## src/rtl/serial_mag_comparator_pkg.sv

```systemverilog
// Shared definitions for the serial magnitude comparator.
//   DIGIT_W : width of one compared digit (2 bits per cycle)
//   state_t : FSM encoding, IDLE=0 / COMPARE=1 / DONE=2
package serial_mag_comparator_pkg;

   localparam int DIGIT_W = 2;

   typedef enum logic [1:0] {
      ST_IDLE    = 2'd0,
      ST_COMPARE = 2'd1,
      ST_DONE    = 2'd2
   } state_t;

endpackage

```

## src/rtl/serial_mag_comparator_cmp2.sv

```systemverilog
// comparator_2bit: purely combinational magnitude compare of one 2-bit digit.
//   a, b    : digit operands (unsigned)
//   a_gt_b  : a > b
//   a_lt_b  : a < b
//   a_eq_b  : a == b
module comparator_2bit
   import serial_mag_comparator_pkg::*;
(
   input  logic [DIGIT_W-1:0] a,
   input  logic [DIGIT_W-1:0] b,
   output logic               a_gt_b,
   output logic               a_lt_b,
   output logic               a_eq_b
);

   assign a_gt_b = (a > b);
   assign a_lt_b = (a < b);
   assign a_eq_b = (a == b);

endmodule

```

## src/rtl/serial_mag_comparator.sv

```systemverilog
// serial_mag_comparator: compares two WIDTH-bit unsigned operands one 2-bit
// digit per cycle, MSB digit first, stopping at the first unequal digit.
//   clk, rst_n          : clock, async active-low reset
//   in_valid / in_ready : operand handshake (a, b captured on accept edge)
//   out_valid/out_ready : result handshake
//   a_gt_b/a_lt_b/a_eq_b: registered one-hot result, zero while out_valid=0
// WIDTH must be even and >= 2.
module serial_mag_comparator
   import serial_mag_comparator_pkg::*;
#(
   parameter int WIDTH = 8
) (
   input  logic             clk,
   input  logic             rst_n,
   input  logic             in_valid,
   output logic             in_ready,
   input  logic [WIDTH-1:0] a,
   input  logic [WIDTH-1:0] b,
   output logic             out_valid,
   input  logic             out_ready,
   output logic             a_gt_b,
   output logic             a_lt_b,
   output logic             a_eq_b
);

   localparam int DIGITS = WIDTH / DIGIT_W;
   localparam int CW     = (DIGITS > 1) ? $clog2(DIGITS) : 1;

   state_t           state, state_nxt;
   logic [WIDTH-1:0] sa, sb;
   logic [CW-1:0]    cnt;
   logic             gt_q, lt_q, eq_q;
   logic             dig_gt, dig_lt, dig_eq;

   // The slice always looks at the top digit; shifting brings the next one up.
   comparator_2bit u_cmp (
      .a      (sa[WIDTH-1 -: DIGIT_W]),
      .b      (sb[WIDTH-1 -: DIGIT_W]),
      .a_gt_b (dig_gt),
      .a_lt_b (dig_lt),
      .a_eq_b (dig_eq)
   );

   always_ff @(posedge clk or negedge rst_n) begin
      if (!rst_n) state <= ST_IDLE;
      else        state <= state_nxt;
   end

   always_comb begin
      state_nxt = state;
      case (state)
         ST_IDLE:    if (in_valid) state_nxt = ST_COMPARE;
         ST_COMPARE: if (!dig_eq || cnt == '0) state_nxt = ST_DONE;
         ST_DONE:    if (out_ready) state_nxt = ST_IDLE;
         default:    state_nxt = ST_IDLE;
      endcase
   end

   always_ff @(posedge clk or negedge rst_n) begin
      if (!rst_n) begin
         sa   <= '0;
         sb   <= '0;
         cnt  <= '0;
         gt_q <= 1'b0;
         lt_q <= 1'b0;
         eq_q <= 1'b0;
      end else begin
         case (state)
            ST_IDLE: begin
               if (in_valid) begin
                  sa  <= a;
                  sb  <= b;
                  cnt <= CW'(DIGITS - 1);
               end
            end
            ST_COMPARE: begin
               if (dig_gt)           gt_q <= 1'b1;
               else if (dig_lt)      lt_q <= 1'b1;
               else if (cnt == '0)   eq_q <= 1'b1;
               else begin
                  sa  <= sa << DIGIT_W;
                  sb  <= sb << DIGIT_W;
                  cnt <= cnt - CW'(1);
               end
            end
            ST_DONE: begin
               // Flags drop together with out_valid so they are never stale.
               if (out_ready) begin
                  gt_q <= 1'b0;
                  lt_q <= 1'b0;
                  eq_q <= 1'b0;
               end
            end
            default: ;
         endcase
      end
   end

   assign in_ready  = (state == ST_IDLE);
   assign out_valid = (state == ST_DONE);
   assign a_gt_b    = gt_q;
   assign a_lt_b    = lt_q;
   assign a_eq_b    = eq_q;

endmodule

```

## config.mk

```make
export PLATFORM = sky130hd
export DESIGN_NAME = serial_mag_comparator
export DESIGN_NICKNAME = d
export VERILOG_FILES = /design/src/rtl/serial_mag_comparator_pkg.sv /design/src/rtl/serial_mag_comparator_cmp2.sv /design/src/rtl/serial_mag_comparator.sv
export SDC_FILE = /design/constraint.sdc
export NUM_CORES = 1
export LEC_CHECK = 0
export CELL_PAD_IN_SITES_DETAIL_PLACEMENT = 0
export CELL_PAD_IN_SITES_GLOBAL_PLACEMENT = 1
export CORE_MARGIN = 4
export CORE_UTILIZATION = 39
export DETAILED_ROUTE_END_ITERATION = 12
export HOLD_SLACK_MARGIN = 0.03
export PLACE_DENSITY = 0.86
export SLEW_MARGIN = 40
export SYNTH_ARGS = -nofsm -noshare
export SYNTH_HDL_FRONTEND = slang
export SYNTH_SLANG_ARGS = --single-unit
export TNS_END_PERCENT = 10
```

## constraint.sdc

```tcl
create_clock -name clk -period 2.65 [get_ports clk]
set_clock_uncertainty 0.1 [all_clocks]
set_input_delay 0.53 -clock clk [delete_from_list [all_inputs] [get_ports clk]]
set_output_delay 0.53 -clock clk [all_outputs]
set_load 0.03 [all_outputs]
```

Word level (Yosys, flattened, before mapping)
Cells that the tools add are included.
{"block": "totals", "reg_bits": 23, "out_inout_bits": 5}
{"block": "op_classes", "add_sub_neg": 1, "n_lt_le_gt_ge": 2, "n_eq_ne": 12, "mux": 29, "reduce_logical": 11}
{"op": "8-bit 2-to-1 mux", "count": 8}
{"op": "8-bit one-hot mux with 2 select lines", "count": 2}
{"op": "2-bit inequality test (second input constant)", "count": 8}
{"op": "2-bit 2-to-1 mux", "count": 7}
{"op": "5-bit AND reduction", "count": 2}
{"op": "1-bit 2-to-1 mux", "count": 7}
{"op": "1-bit one-hot mux with 2 select lines", "count": 3}
{"op": "2-bit one-hot mux with 3 select lines", "count": 1}
{"op": "3-bit AND reduction", "count": 2}
{"op": "2-bit zero test", "count": 2}
{"op": "2-bit one-hot mux with 2 select lines", "count": 1}
{"op": "4-bit AND reduction", "count": 1}
{"op": "2-bit nonzero test", "count": 2}
{"op": "2-bit by 1-bit == test with 1-bit output (second input constant)", "count": 1}
{"op": "2-bit == test", "count": 1}
{"op": "2-bit == test (second input constant)", "count": 1}
{"op": "2-bit > comparator", "count": 1}
{"op": "2-bit less-than comparator", "count": 1}
{"op": "2-bit by 1-bit inequality test with 1-bit output (second input constant)", "count": 1}
{"op": "2-bit by 1-bit subtractor with 2-bit output (second input constant)", "count": 1}
{"op": "1-bit zero test", "count": 1}
{"op": "1-bit logical OR", "count": 1}

Longest topological paths before layout
Gate-level depths: netlist (run 1).
{"block": "depth", "ltp_word": 5, "ltp_mapped": 6, "ltp_nobuf": 5}

Modules after synthesis
A second synthesis (run 1) with hierarchy kept.
{"block": "hier_totals", "hier_cells": 101, "area_unflattened_um2": 1242.4}
{"mod": "serial_mag_comparator", "instances": 1, "cells_each": 92, "area_per_inst_um2": 1179.9, "seq_area_each_um2": 575.6}
{"mod": "comparator_2bit", "instances": 1, "cells_each": 9, "area_per_inst_um2": 62.6, "seq_area_each_um2": 0.0}

Least setup slack after synthesis (run 1)
OpenSTA, ideal clock, no wires.
{"block": "synth_timing", "kind": "register to register", "from": "register sa[7]", "to": "register cnt[0]", "setup_ns": 0.125, "arrival_ns": 1.836, "setup_slack_ns": 0.589, "stages_incl_launch_ff": 6, "path_buffers": 1, "synth_period_minus_slack_ns": 2.061, "cell_sequence": "dfrtp_1 > ha_1 > nand4b_2 > a221oi_4 > buf_8 > mux2_4"}
{"block": "synth_via", "elab_chain_cells": 3, "elab_cells_between_ends": 5, "cone_classes": "order compare (2); eq/ne (2); reduce/logical (1)"}
{"item": "start, declared", "line_no": "serial_mag_comparator.sv:30", "text": "logic [WIDTH-1:0] sa, sb;"}
{"item": "start signal, assigned", "line_no": "serial_mag_comparator.sv:81", "text": "sa <= sa << DIGIT_W;"}
{"item": "2-bit less-than comparator or 2-bit > comparator (tied branches)", "line_no": "serial_mag_comparator_cmp2.sv:17, serial_mag_comparator_cmp2.sv:16"}
{"item": "2-bit inequality test (no line)"}
{"item": "5-bit AND reduction (no line) *"}
{"item": "end signal, assigned", "line_no": "serial_mag_comparator.sv:73", "text": "cnt <= CW'(DIGITS - 1);"}
{"item": "end signal, assigned", "line_no": "serial_mag_comparator.sv:83", "text": "cnt <= cnt - CW'(1);"}
{"item": "end, declared", "line_no": "serial_mag_comparator.sv:31", "text": "logic [CW-1:0] cnt;"}
Mark *: on every way between the ends. The rest lies on a longest branch, timed or not.
A chain may end at the register's enable or synchronous reset.

Worst setup path in the final report (run 1)
{"block": "layout_timing", "from": "register state[0]", "to": "output port out_valid"}
{"block": "layout_via", "elab_chain_cells": 1}
{"item": "start, declared", "line_no": "serial_mag_comparator.sv:29", "text": "state_t state, state_nxt;"}
{"item": "start signal, assigned", "line_no": "serial_mag_comparator.sv:46", "text": "else state <= state_nxt;"}
{"item": "2-bit == test", "line_no": "serial_mag_comparator.sv:100", "text": "assign out_valid = (state == ST_DONE);"}
{"item": "end, declared", "line_no": "serial_mag_comparator.sv:19", "text": "output logic out_valid,"}
No other way between the ends.

==> results, run 1 <==
- The via count of the first global-routing pass is 902.
- The register-to-register path setup slack is roughly 530 ps.
- The final routed wire length divided by cell count is about 14 um.
- The register cell area after layout is ~580 um2.
- The classification of the worst setup path is reg2out.
- Pin placement for this block handled 25 I/O pins.
- The clock latency on the worst-skew pair is about 310 ps.
- Global routing consumed, on the met3 layer, under 10% of the routing resources.
- Entering global routing, the biggest net connects 24 pins.
- Of the synthesized area, sequential elements account for between 40 and 50%.
- The final-layout setup total negative slack is 0 ps.
- For this design, the CTS-stage hold fixing added 0 buffers.
- The worst register-to-register path begins at sa[7].
- After detailed routing, the number of remaining DRC violations is 0.
- The class of the worst hold path is reg2reg.
- The maximum root-to-sink buffer count is 2.
- Input and output buffers added on the ports amount to 24.
- Setup repair after global routing left no endpoint under its margin.
- The type of element capturing the critical path is a primary output.
- For hold timing, the worst endpoint is a_eq_b.
- The design draws between 1.5 and 2 mW.
- The global routing's busiest layer is met2.
- After detailed routing, the total wire length is 2.15 mm.
- The number of antenna violations at the first check in global routing is 0.
- Yosys mapped the design onto 24 distinct sky130hd cell types.
- The filler cell count in the final layout is between 200 and 300.
- For this configuration, the core starts out at a cell density of between 40% and 50%.
- The type of origin of the critical path is a register.
- The clock period could shrink to 2330 ps.
- Global routing finished with a remaining overflow of 0.
- The floorplan has 19 rows.
- Across every metal layer, demand over resource in global routing totals roughly an eighth.
- The largest total area in the synthesized netlist belongs to sky130_fd_sc_hd__dfrtp_1.
- Of the available clock period, the critical path in the final layout requires between 80% and 90%.
- The top achievable clock speed is between 0.4 and 0.5 GHz.
- The number of clock buffers added by TritonCTS is 3.
- The startpoint identified for the worst hold timing path is a_eq_b.
- The worst-case vdd ir drop is around 0.5 mV.
- Global routing consumed, on the met1 layer, roughly 14% of the routing resources.
- The floorplan step set the die width to between 60 and 70 um.
- The post-synthesis net count is about 120.
- The worst hold path was traced through 2 stages.
- The synthesized area per cell is 12.1 um2.
- After legalization and detailed placement, the total HPWL measured roughly 1.6 mm.
- The worst path arrival time is ~1700 ps.
- From synthesis to final layout, the design area changed by 24.9%.
- For met2 alone, demand over resource in global routing was around 22%.
- The leakage component of the power is roughly 0.68 nW.
- The run finished with clean final reports.
- The cell count after synthesis is 100.
- The worst-case headroom to the max-slew limit is approximately four fifths.
- The via total after detailed routing is between 800 and 900.
- The area of the die is between 0.004 and 0.005 mm2.
- The number of clock sinks seen by CTS is 23.
- The tool flagged a number of max-cap violations equal to 0.
- The number of pins exceeding their max-slew limit in the final report came to 0.
- The count of cells in the finished layout, fillers not included, comes to 158.
- Including well taps, the total number of placed cells is between 150 and 200.
- The total count of hold-check failures in the final report came to 0.
- The share of the synthesized area in the top cell type is between 40% and 50%.
- The Yosys step of the flow raised 0 warnings.
- Sorting the synthesized cells by area gives the leading types as sky130_fd_sc_hd__dfrtp_1 48%, sky130_fd_sc_hd__mux2_2 17%, sky130_fd_sc_hd__mux2i_1 6.6%.
- The required time of the worst setup path is 2020 ps.
- Cells fill between 50% and 60% of the core in the end.
- In this run the number of H-tree levels came out at 1.
- The share of cells above drive strength 1 is around 24%.
- Of all nets on the critical path, the largest fanout is 7.
- The number of iterations in the first detailed-routing pass is 4.
- At the end of routability-driven placement, the weighted congestion stood at 0.723.
- Using the TritonRoute via totals, the vias-per-cell ratio works out to around 5.1.
- The detailed router finished its first iteration with 12 violations.
- Setup violations remaining at the end of the flow were counted as 0.
- The cell area that synthesis handed to floorplanning was about 0.0012 mm2.
- The clock root buffer master is sky130_fd_sc_hd__clkbuf_4.
- The clock tree from TritonCTS is done.
- The cell count of the worst reg-to-reg path is 5.
- The placeable core region is between 0.002 and 0.003 mm2.
- The area used by multi-input combinational logic is 561 um2.
- The count of nets left with antenna violations once routing finished came out at 0.
- The clock-pin slew on the worst setup and hold paths is approximately 130 ps.
- The vertical extent of the die is 63.7 um.
- Gates resized during post-CTS repair numbered 0.
- The wire length of the first global-routing pass is 3.91 mm.
- 0 antenna diodes ended up in the layout.
- Counting flops and latches in the post-synthesis netlist gives 23.
- The power density over the cells is 1140 mW/mm2.
- The number of setup buffers added after CTS is 0.
- The final layout net count is 151.
- The transition time at the pin with the least slew margin is between 300 and 400 ps.
- The end of the worst register-to-register path is sa[2].
report_power, final:
part	internal [mW]	leakage [nW]	switching (mW)	total (mW)
logic	0.491	0.393	0.438	0.930
clock network	0.0563	0.0177	0.107	0.163
registers	0.524	0.272	0.0990	0.623
layout by cell type (no fill, tap or decap), types with 4 or more instances in the layout:
cell type,synthesis,layout
sky130_fd_sc_hd__clkdlybuf4s50_1,0,24
sky130_fd_sc_hd__dfrtp_1,23,23
sky130_fd_sc_hd__inv_1,12,12
sky130_fd_sc_hd__mux2_2,18,18
sky130_fd_sc_hd__mux2_4,4,4
sky130_fd_sc_hd__mux2i_1,8,8
sky130_fd_sc_hd__nand2_1,7,7
kinds of logic after synthesis:
kind of cell    count (synthesis)  share of synthesized area, %
buf+inv                        16                          6.00
mux                            30                          28.4
compound gates                  9                          6.11
simple gates                   19                          8.80
flops                          23                          47.6
fa+ha+maj                       3                          3.11
worst max-delay path, stage by stage, from the launching register on:
cell and delay (ps):
sky130_fd_sc_hd__dfrtp_1 470, sky130_fd_sc_hd__and2b_1 250, sky130_fd_sc_hd__clkdlybuf4s50_1 680
area by class of cell:
type                            count  share of cell area (%)
Sequential cell                    23                    38.1
Multi-Input combinational cell     61                    37.1
Timing Repair Buffer               27                    17.4
Inverter                           12                    2.98
Tap cell                           31                    2.57
Clock buffer                        3                    1.49
Clock inverter                      1                   0.331
worst max-delay path by stage:
| stage | startpoint | end | slack (ps) | cells after the start |
|---|---|---|---|---|
| after global routing | state[0] | out_valid | 240 | 2 |
| final | state[0] | out_valid | 320 | 2 |
| after CTS | state[0] | out_valid | 300 | 2 |
| after floorplan | sa[7] | cnt[0] | 590 | 5 |
| after global placement | in_valid | sb[6] | 380 | 5 |
| after detailed placement | in_valid | sa[2] | 320 | 5 |
through the flow:
| step | setup WS, ps | cell area (um2) | hold WS, ps |
|---|---|---|---|
| floorplan | 589 | 1210 | 134 |
| global placement | 376 | 1480 | 384 |
| detailed placement | 322 | 1480 | 392 |
| CTS | 301 | 1510 | 423 |
| global route | 243 | 1510 | 437 |
| finish | 322 | 1510 | 420 |
state kept, by name, summed over array words and instances (netlist names):
register / cells
a_lt_b: 1
cnt: 2
state: 2
sa: 8
a_gt_b: 1
sb: 8
a_eq_b: 1
cells in the mapped netlist (all sizes together):
master  instances
a211o           1
or2b            1
nor2            2
a21oi           3
nor2b           3
and2b           1
buf             2
a31oi           1
ha              3
nand2b          2
o21ai           2
a221oi          1
nand4b          1
clkbuf          2
mux2           22
and2            1
o211ai          1
dfrtp          23
inv            12
nand3           1
mux2i           8
nand2           7
metal layers:
layer / vias up / wire length, um
li1: 389 / -
met1: 398 / 946
met2: 12 / 1120
met3: 2 / 71
met4: 0 / 12
met5: - / 0
Note: power is estimated with default switching activity, not from simulation.
==> run 2: changes to the inputs <==
CORE_MARGIN = not set   (was 4)
==> run 2 against run 1 <==
- the flow now finishes with violations (design-rule violations)
- power up 0.16%
- setup slack better by 8.6 ps
- non-clock buffer count unchanged
- clock power down 2%
- critical path type unchanged
- critical endpoint unchanged
- largest cell class unchanged
==> results, run 2 (synthesis results as in run 1) <==
- Counting along the longest clock path gives a buffer depth of 2.
- The worst path needs approximately 2300 ps of the cycle, external delays included.
- The number of failing setup endpoints in the final timing report is 0.
- The detail route stage leaves a number of antenna-violating nets equal to 0.
- The post-route clock period utilization is 87.5%.
- The number of antenna diodes in the final layout is 0.
- The number of setup buffers added after CTS is 0.
- The worst-case headroom to the max-slew limit is roughly 79%.
- The detailed router placed 780 vias in this run.
- The floorplan has 19 rows.
- The total count of hold-check failures in the final report was 0.
- The number of I/O port buffers is 24.
- The library cell used most frequently in the layout, excluding fill and tap cells, is sky130_fd_sc_hd__clkdlybuf4s50_1.
- The via count of the first global-routing pass is 863.
- The number of iterations in the first detailed-routing pass is 8.
- Measured along the x axis, the die boundary spans approximately 58 um.
- The clock root buffer master is sky130_fd_sc_hd__clkbuf_4.
- The vertical extent of the die is ~58 um.
- In this run the number of H-tree levels came out at 1.
- Summed over all layers, the routed wires come to 2.17 mm.
- The internal portion of the total power is 1.07 mW.
- The number of pins exceeding their max-slew limit in the final report is 0.
- The relative contribution of combinational cells to total power is ~54%.
- The top achievable clock speed is between 0.4 and 0.5 GHz.
- Registers are responsible for between 30% and 40% of the overall power.
- The number of cells after detailed placement is around 150.
- The class of the worst hold path is reg2reg.
- The transition time at the pin with the least slew margin is around 320 ps.
- Buffers inserted during clock tree synthesis total 3.
- The type of element capturing the critical path is a primary output.
- The clock tree from TritonCTS is done.
- Dividing total power by cell area gives a power density of 1140 mW/mm2.
- Clock latency on the worst-skew pair, taken at its later pin, is approximately 300 ps.
- The tool flagged a number of max-cap violations equal to 0.
- The checks that failed: design-rule violations.
- The pin count of the biggest net entering global routing is 24.
- The first-iteration detailed-routing DRC count is 10.
- The total area inside the core boundary comes to roughly 0.0029 mm2.
- In the final layout, the registers with the most flip-flops are sa: 8 flops, sb: 8 flops.
- The final routed wire length divided by cell count is between 10 and 15 um.
- For this design the total switching power over the nets is roughly 0.64 mW.
- From synthesis to final layout, the design area changed by 24.8%.
- The tightest hold path in the finished design has a slack of 418 ps.
- The number of antenna violations at the first check in global routing came to 0.
- In the routed layout, each cell is associated on average with a via count of around 4.9.
- Global routing finished with a remaining overflow of 0.
- STA puts the critical path data required time at 2020 ps.
- The maximum fanout along the worst path is 7.
- The share of total power consumed by net switching is 37.5%.
- The run finished, with violations left.
- The analysis attributes to cell leakage a power of slightly below 0.7 nW.
- Of the cells placed in the final design, the portion with a size suffix greater than 1 is around a quarter.
- The global-route usage over all layers is around 15%.
- Excluding fillers, the count of instances in the completed layout stands at between 150 and 200.
- The worst setup path is launched from a register.
- Setup repair after global routing left no endpoint under its margin.
- STA puts the critical path data arrival time at between 1500 and 2000 ps.
- In this run the count of I/O pins placed on the die edge is 25.
- The HPWL after detailed placement is approximately 1.6 mm.
- The first global-routing pass estimated slightly below 4 mm of wire.
- The filler cell count in the final layout is ~280.
- The worst-case vdd ir drop is 0.468 mV.
- The final layout net count is 151.
- The area of the die is 0.00333 mm2.
- The count of cells resized by post-cts repair is 0.
- In the routed design, unresolved DRC markers number 2.
- After clock tree synthesis, the flow added hold-fix buffers numbering 0.
- Setup slack on the worst reg-to-reg path comes out at between 500 and 600 ps.
- The clock network burns under 10% of the power.
- For this run, the share of the core covered by cells in the final layout is 52.9%.
- The final-layout setup total negative slack is 0 ps.
- The number of clock sinks seen by CTS is 23.
- Leaving out fill and tap cells, the most frequent cells in the layout are 24 x sky130_fd_sc_hd__clkdlybuf4s50_1, 23 x sky130_fd_sc_hd__dfrtp_1, 18 x sky130_fd_sc_hd__mux2_2, 12 x sky130_fd_sc_hd__inv_1, 8 x sky130_fd_sc_hd__mux2i_1.
- After clock tree synthesis, the clock-pin slew on the worst setup and hold paths is between 100 and 150 ps.
- At the end of routability-driven placement, the weighted congestion stood at ~0.75.
- The initial utilization of the core area, before any placement, comes to a little over two fifths.
- The worst setup path is of the reg2out kind.
## run 2: stage by stage
| stage | worst slack, ps | power [mW] | area, um2 |
|---|---|---|---|
| after floorplan | 589 | 1.36 | 1210 |
| after global placement | 375 | 1.53 | 1480 |
| after detailed placement | 333 | 1.57 | 1480 |
| after CTS | 325 | 1.74 | 1510 |
| after global routing | 254 | 1.87 | 1510 |
| final | 330 | 1.72 | 1510 |
## run 2: final cells by class
class / count / area (um2) / share of cell area, %
inverter: 12 / 45.0 / 2.99
clock buffer: 4 / 26.3 / 1.74
timing repair buffer: 27 / 263 / 17.4
multi-input combinational: 61 / 561 / 37.1
sequential: 23 / 576 / 38.1
tap: 31 / 38.8 / 2.57
## run 2: power by group through the flow
stage                     registers (mW)  logic (mW)  clock network (mW)
final                              0.628       0.932               0.159
after CTS                          0.628       0.942               0.169
after floorplan                    0.640       0.715                   0
after detailed placement           0.634       0.940                   0
after global routing               0.648        1.04               0.182
after global placement             0.621       0.913                   0
## run 2: worst paths after layout
check | start | end | depth (start not counted)
max in group asynchronous | rst_n | sa[3] | 2
min in group asynchronous | rst_n | cnt[0] | 2
worst max register to register | sb[7] | sb[4] | 6
worst max-delay path | state[0] | out_valid | 2
worst min register to register | a_lt_b | a_lt_b | 2
worst min-delay path | a_lt_b | a_lt_b | 2
## run 2: metal layers
metal	up-vias	track usage, %	wire length, um
met5	-	0	0
met4	0	6.12	0
met3	0	2.23	57
met2	10	27.9	1190
met1	378	18.3	928
li1	392	-	-
## run 2: critical path, stage by stage (launching register included)
cell	delay (ps)
sky130_fd_sc_hd__dfrtp_1	470
sky130_fd_sc_hd__and2b_1	250
sky130_fd_sc_hd__clkdlybuf4s50_1	670
==> run 3: changes to the inputs <==
ABC_CLOCK_PERIOD_IN_PS = 2650   (was not set)
CORE_ASPECT_RATIO = 1.2   (was not set)
==> run 3 against run 2 <==
- the flow now finishes without violations
- sequential share of layout area is 0.41 points lower
- via count shrank 0.26%
- die area barely moved
- critical path depth unchanged
- sequential power fell by 2%
- flip-flop and latch count is the same
- register-to-register slack gained 90 ps
- count of clock-buffer cells in the layout unchanged
- fmax increased by 0.27%
- combinational power increased by 2.5%
- non-clock buffer count unchanged
==> results, run 3 (synthesis results as in run 1) <==
- For the pin with the worst max-slew slack, the measured transition is around 300 ps.
- The final routed wirelength across all metal layers is 2.02 mm.
- At the placement stage, the worst setup path has a slack of 422 ps.
- Along the worst path, the maximum fanout reaches 7.
- The number of H-tree branching levels is 1.
- In the routed design, unresolved DRC markers number 0.
- The worst path arrival time is 1680 ps.
- The worst-case headroom to the max-slew limit is roughly 80%.
- Leaving out filler cells and counting taps, the final layout contains 161.
- The number of buffers inserted during clock tree synthesis is 3.
- The HPWL after detailed placement is roughly 1.5 mm.
- The count of standard-cell rows is 21.
- The register-to-register path setup slack is between 600 and 700 ps.
- The placed instance area is 0.00150 mm2.
- Setup repair after global routing left no endpoint under its margin.
- In the final layout, the registers with the most flip-flops are sa: 8 flops, sb: 8 flops.
- The startpoint of the worst hold path is a_lt_b.
- Summed over all failing endpoints, the final setup total negative slack is 0 ps.
- After routing the design area is about 0.0015 mm2.
- The post-detailed-route via-to-cell ratio is slightly below 5.
- The leakage component of the power is 0.683 nW.
- The worst setup path endpoint is out_valid.
- The number of clock sinks seen by CTS is 23.
- The signal on the critical path passes through and2b_1 -> clkdlybuf4s50_1.
- STA classifies the critical path endpoint as a primary output.
- The width of the die is between 50 and 60 um.
- The worst setup path is of the reg2out kind.
- The number of failing setup endpoints in the final timing report is 0.
- The global-route usage over all layers is between 10% and 20%.
- The via count of the first global-routing pass is roughly 810.
- Global routing finished with a remaining overflow of 0.
- The number of antenna violations at the first check in global routing is 0.
- The largest individual stage delay along the critical path comes from the cell sky130_fd_sc_hd__clkdlybuf4s50_1.
- Pin placement for this block handled 25 I/O pins.
- The final setup slack of the worst path is approximately 340 ps.
- The clock latency on the worst-skew pair is slightly above 300 ps.
- The via total after detailed routing is about 780.
- The top achievable clock speed is approximately 0.43 GHz.
- Entering global routing, the biggest net connects 24 pins.
- The number of cells after detailed placement is 157.
- The worst-case vdd ir drop is between 0.6 and 0.7 mV.
- In this run the tool buffered the top-level ports with 24 buffer cells.
- The largest single stage delay on the critical path is roughly 670 ps.
- After detailed routing, the average wire length per cell comes to 12.6 um.
- The startpoint identified for the worst register-to-register timing path is sa[7].
- The number of nets with antenna violations after routing is 0.
- The repair_antennas step left the layout with diodes totalling 0.
- The clock-pin slew on the worst setup and hold paths is roughly 130 ps.
- The wire length of the first global-routing pass is roughly 3.5 mm.
- Buffers inserted to repair hold after CTS numbered 0.
- The number of pins exceeding their max-slew limit in the final report is 0.
- The die is between 60 and 70 um tall.
- The core region is 0.00286 mm2.
- The most common library cell in the layout ignoring fill and taps is sky130_fd_sc_hd__clkdlybuf4s50_1.
- The final layout net count is around 150.
- Of the cells placed in the final design, the portion with a size suffix greater than 1 is 23.6%.
- The layout-stage area growth over the synthesis result is 26.2%.
- The power density over the cells is 1140 mW/mm2.
- Before antenna repair, the detailed router went through 2 iterations.
- At the worst endpoint, the required time is just over 2000 ps.
- The last weighted congestion value of the routability-driven placer is approximately 0.76.
- The final critical path time including I/O delays and setup is between 2000 and 2500 ps.
- Gates resized during post-CTS repair numbered 0.
- The initial utilization of the core area, before any placement, comes to 42.2%.
- In this run the worst setup path begins at state[0].
- The filler cell count in the final layout is 267.
- STA classifies the critical path startpoint as a register.
- The clock tree from TritonCTS is done.
- The class of the worst hold path is reg2reg.
- The die covers between 0.003 and 0.004 mm2.
- Hold is met by around 420 ps.
- The first-iteration detailed-routing DRC count is 5.
- The total count of hold-check failures in the final report is 0.
- The cell count of the worst reg-to-reg path is 5.
- The worst register-to-register path ends at sa[2].
- Leaving out fill and tap cells, the most frequent cells in the layout are 24 x sky130_fd_sc_hd__clkdlybuf4s50_1, 23 x sky130_fd_sc_hd__dfrtp_1, 18 x sky130_fd_sc_hd__mux2_2, 12 x sky130_fd_sc_hd__inv_1, 8 x sky130_fd_sc_hd__mux2i_1.
- The tool flagged a number of max-cap violations equal to 0.
- Buffers added to address setup during post-CTS repair amount to 0.
- The maximum root-to-sink buffer count is 2.
- The flow ran to the end, and the final reports show no timing, DRC or antenna violations.
- The worst path uses between 80 and 90% of the clock period.
- The clock root buffer master is sky130_fd_sc_hd__clkbuf_4.
==> run 3: routing by layer <==
| layer | wire, um | up-vias | global-route usage (%) |
|---|---|---|---|
| li1 | - | 395 | - |
| met1 | 924 | 368 | 17.8 |
| met2 | 1010 | 13 | 22.8 |
| met3 | 58 | 2 | 2.19 |
| met4 | 34 | 0 | 7.89 |
| met5 | 0 | - | 0 |
==> run 3: how the worst min path moves through the flow <==
stage	endpoint	slack [ps]	cells after the start
floorplan	a_eq_b	130	0
global placement	a_lt_b	380	2
detailed placement	sb[2]	400	1
CTS	a_eq_b	430	2
global route	sb[2]	440	1
finish	a_lt_b	420	2
==> run 3: worst max-delay path: cells and delay by family, from the launching register on <==
kind	cells	cell delay [ps]
buffers and inverters	1	670
flip-flops	1	460
AND/OR/NAND/NOR	1	250
==> run 3: cell type report <==
class,count,area (um2),share of cell area (%)
clock buffer,4,26.3,1.72
tap,34,42.5,2.79
multi-input combinational,61,561,36.8
timing repair buffer,27,275,18.0
sequential,23,576,37.7
inverter,12,45.0,2.95
==> run 3: power by group <==
group	switching (mW)	total (mW)	internal [mW]
clock	0.105	0.164	0.0587
sequential	0.0944	0.618	0.524
combinational	0.440	0.955	0.515
total	0.640	1.74	1.10
==> run 3: metrics by stage <==
step	power [mW]	utilization [%]
after detailed placement	1.59	52.3
after floorplan	1.36	-
after CTS	1.76	53.3
final	1.74	53.3
after global placement	1.57	52.3
after global routing	1.87	53.3
